**src/rtl/shifter_right_seq.sv**
```systemverilog
// Multi-cycle right shifter for the ALU: one bit per clock under a start/done handshake.
// Define SHIFTER_RIGHT_SRA_EN to accept the arithmetic (sign-filling) function code.
module shifter_right_seq #(
  parameter logic [5:0] SRL = 6'b000010,
  parameter logic [5:0] SRA = 6'b000011
) (
  input  logic        clk,
  input  logic        rst,
  input  logic        start,
  input  logic [31:0] dataA,
  input  logic [31:0] dataB,
  input  logic [5:0]  Signal,
  output logic        busy,
  output logic        done,
  output logic [31:0] dataOut
);

`ifdef SHIFTER_RIGHT_SRA_EN
  localparam bit SraEnabled = 1'b1;
`else
  localparam bit SraEnabled = 1'b0;
`endif

  typedef enum logic [1:0] {
    IDLE,
    SHIFT,
    DONE
  } stateT;

  stateT       state, nextState;
  logic [31:0] result, nextResult;
  logic [4:0]  count, nextCount;
  logic        fill, nextFill;
  logic        isSrl, isSra, legal, accept;

  // Fill bit is latched at acceptance so the operand inputs are free afterwards.
  always_comb begin
    nextState  = state;
    nextResult = result;
    nextCount  = count;
    nextFill   = fill;
    isSrl      = (Signal == SRL);
    isSra      = (Signal == SRA);
    legal      = (isSrl || (SraEnabled && isSra)) && (dataB[31:5] == 27'd0);
    accept     = start && (state != SHIFT);

    case (state)
      SHIFT: begin
        nextResult = {fill, result[31:1]};
        nextCount  = count - 5'd1;
        if (count == 5'd1) begin
          nextState = DONE;
        end
      end
      default: begin
        if (accept) begin
          if (!legal) begin
            nextResult = 32'd0;
            nextCount  = 5'd0;
            nextFill   = 1'b0;
            nextState  = DONE;
          end else if (dataB[4:0] == 5'd0) begin
            nextResult = dataA;
            nextCount  = 5'd0;
            nextFill   = 1'b0;
            nextState  = DONE;
          end else begin
            nextResult = dataA;
            nextCount  = dataB[4:0];
            nextFill   = isSra & dataA[31];
            nextState  = SHIFT;
          end
        end else if (state == DONE) begin
          nextState = IDLE;
        end
      end
    endcase
  end

  always_ff @(posedge clk) begin
    if (rst) begin
      state  <= IDLE;
      result <= 32'd0;
      count  <= 5'd0;
      fill   <= 1'b0;
    end else begin
      state  <= nextState;
      result <= nextResult;
      count  <= nextCount;
      fill   <= nextFill;
    end
  end

  assign busy    = (state == SHIFT);
  assign done    = (state == DONE);
  assign dataOut = result;

endmodule

```
**config.mk**
```make
export PLATFORM = sky130hd
export DESIGN_NAME = shifter_right_seq
export DESIGN_NICKNAME = d
export VERILOG_FILES = /design/src/rtl/shifter_right_seq.sv
export SDC_FILE = /design/constraint.sdc
export NUM_CORES = 1
export LEC_CHECK = 0
export BUFFER_PORTS_ARGS = -buffer_cell sky130_fd_sc_hd__buf_2
export CORE_AREA = 10 10 78 80
export CTS_BUF_LIST = sky130_fd_sc_hd__clkbuf_16
export CTS_CLUSTER_DIAMETER = 60
export CTS_CLUSTER_SIZE = 12
export DETAILED_ROUTE_END_ITERATION = 12
export DIE_AREA = 0 0 88 90
export PLACE_DENSITY = 0.86
export SYNTH_ARGS = -nofsm -noshare
export SYNTH_HDL_FRONTEND = slang
export SYNTH_SLANG_ARGS = --single-unit
```
**constraint.sdc**
```tcl
create_clock -name clk -period 1.7 [get_ports clk]
set_input_delay 0.085 -clock clk [delete_from_list [all_inputs] [get_ports clk]]
set_output_delay 0.085 -clock clk [all_outputs]
set_load 0.01 [all_outputs]
```
==> out/results.ini <==
[global_routing]
grt_max_degree=38
grt_pass1_wl_um=9360
grt.total_usage=0.141
grt_overflow=0
antenna_found_initial=0
grt_pass1_vias=2079

[setup_path]
cp.required_ps=1620
crit_fanout=37
arrival_ps=1420
crit-reg2reg-launch=state[1]$_SDFFE_PP0P_
startpoint_type=flip-flop
crit_path_end_kind=output port
critical_path_class=reg -> out
crit_path_start=state[1]$_SDFFE_PP0P_
r2r_cells=6

[power_and_ir_drop]
irDropWorstVdd_mv=0.461
power_frac_seq=0.471
swShare=0.220
power_density_nw_per_um2=725
clkPwrFrac=0.450
switching_power_mw=0.440
power_mw=2.00
leakage_nw=1.17
pwr-share-comb=0.079
p_int_mw=1.56

[logic_synthesis]
synth_cell_types=31
synth.most_common_cell=dfxtp_1
async_flop_share=0
syn_inst=220
ys_warn_count=0
synth_edf_count=0
seq_area_frac_synth=0.398
synth_nets=297
yosys.area.top_type_share=0.398
syn_area_um2=2010
postSynthRegisterBits=40
ys.flop_type=dfxtp_1
synth_commonest_cells=dfxtp_1, a21oi_1, nor3b_1
avgSynthCellArea_um2=9.15
synth.area.top_cells=dfxtp_1, o2bb2ai_1, nor3b_1
synth_largest_area_cell=dfxtp_1

[hold_path]
whs_path_depth=2
hold_start=dataA[25]
hp-class=in -> reg

[routing]
routed_wl_um=5750
drtPass1Iterations=4
viasPerCell=5.34
vias=2024
drc_errors=0
wl_per_cell_um=15.2
drtAntennaViolNets=0
drt_iter0_markers=175

[place]
globalplace.congestion=0.819
dp_hpwl_um=4520
pre_cts_ws_ps=160
dpl_cell_area_um2=2590
numPortBuffers=106

[die]
core-area_um2=4600
die_w_um=88
rows=25
die_area_um2=7920
die_y_um=90
ioPinCount=107
initial_core_util=0.438

[cts]
clock_sinks=40
post_cts_buffers=0
cts_tree=done
cts_htree_levels=2
clkSlewWorstSetupHoldPaths_ps=60
cts_buffers=5
cts_max_path_buffers=2
clk_latency_ps=280
cts_root_buffer=clkbuf_16

[timing]
post-route-period-util=0.888
setup_slack_ps=190
hold_violations=0
post-route-min-period_ps=1510
tightest_slew_ps=472
clock.fmax_mhz=662
clock_skew_ps=4.09
setup_tns_ps=0
max-slew-margin-rel=0.681
holdWs_ps=8.08
rsz0062_at_grt=no
maxSlewViolCount=0
setup-violations-final=0

[cells_and_area]
drive_above_1_share=0.394
nFillCells=413
final_nets=401
diodes=0
area_growth_pct=37.1
final_cell_area_um2=2760

[outcome]
status=completed

[job]
cap_violations=0

## worst paths after layout
kind	endpoint	slack (ps)
worst max-delay path	busy	190
worst max register to register	count[3]$_SDFFE_PP0P_	190
worst min-delay path	dataOut[25]$_SDFFE_PP0P_	8
worst min register to register	fill$_SDFFE_PP0P_	480
## layout by cell type (no fill, tap or decap)
cell type      instances
a21boi_0               1
a21o_1                 1
a21oi_1               39
a31oi_1                2
buf_12                 1
buf_2                106
buf_4                  8
clkbuf_16              5
clkinv_1               1
clkinvlp_4             2
dfxtp_1               40
dlygate4sd3_1          2
ha_1                   3
ha_2                   1
inv_1                  6
mux2i_1                1
nand2_1                2
nand2b_1               3
nand3_1                2
nand4_1                1
nor2_1                 5
nor2b_1                1
nor3_1                 7
nor3_2                 1
nor3b_1               34
nor3b_4                1
nor4_1                 7
nor4b_1                1
nor4b_2                1
o21ai_0                1
o22ai_1                1
o2bb2ai_1             33
o2bb2ai_2              2
o31a_1                 1
or3_1                  1
xor2_1                 1
## worst max-delay path, cell delays in order, from the launching register on
cell and delay (ps):
dfxtp_1 310, inv_1 70, ha_2 230, buf_4 330, buf_2 200
## final cells by class
cell class	count	area (um^2)	area share
clock buffer	5	125	0.0454
clock inverter	3	18.8	0.00680
inverter	6	22.5	0.00816
multi-input combinational	154	1090	0.396
sequential	40	801	0.290
tap	54	67.6	0.0245
timing repair buffer	117	631	0.229
## state kept, by name (all words and copies together) (netlist names)
| name | flops |
|---|---|
| state | 2 |
| dataOut | 32 |
| count | 5 |
| fill | 1 |
## stage by stage
| step | util | std cells |
|---|---|---|
| 2_1_floorplan | - | 220 |
| 3_3_place_gp | 0.564 | 369 |
| 3_5_place_dp | 0.564 | 369 |
| 4_1_cts | 0.596 | 377 |
| 5_1_grt | 0.600 | 379 |
| 6_report | 0.600 | 379 |
## power by group through the flow
stage          logic [mW]  clock network [mW]  registers [mW]
2_1_floorplan      0.0527                   0           0.963
3_3_place_gp        0.153                   0           0.963
3_5_place_dp        0.154                   0           0.963
4_1_cts             0.154               0.922           0.942
5_1_grt             0.174               0.968           0.943
6_report            0.157               0.900           0.943
## logic make-up (layout without fill, tap and decap cells)
family | Yosys count | count (layout) | share of synthesized area
compound gates | 81 | 81 | 0.279
simple gates | 67 | 67 | 0.229
flops | 40 | 40 | 0.398
buf+inv | 26 | 131 | 0.0597
fa+ha+maj | 4 | 4 | 0.0249
xor+xnor | 1 | 1 | 0.00435
mux | 1 | 1 | 0.00498
## what timing repair did
item,4_1_cts,5_1_grt
hold endpoints to repair,0,2
hold buffers,0,2
gates resized for setup,0,0
## layer usage
layer,vias up,wire [um],GRT usage
met3,8,443,0.0569
li1,1041,-,-
met5,-,0,0
met4,0,66,0.0372
met1,920,2280,0.149
met2,55,2960,0.246
(Power assumes the default switching activity.)
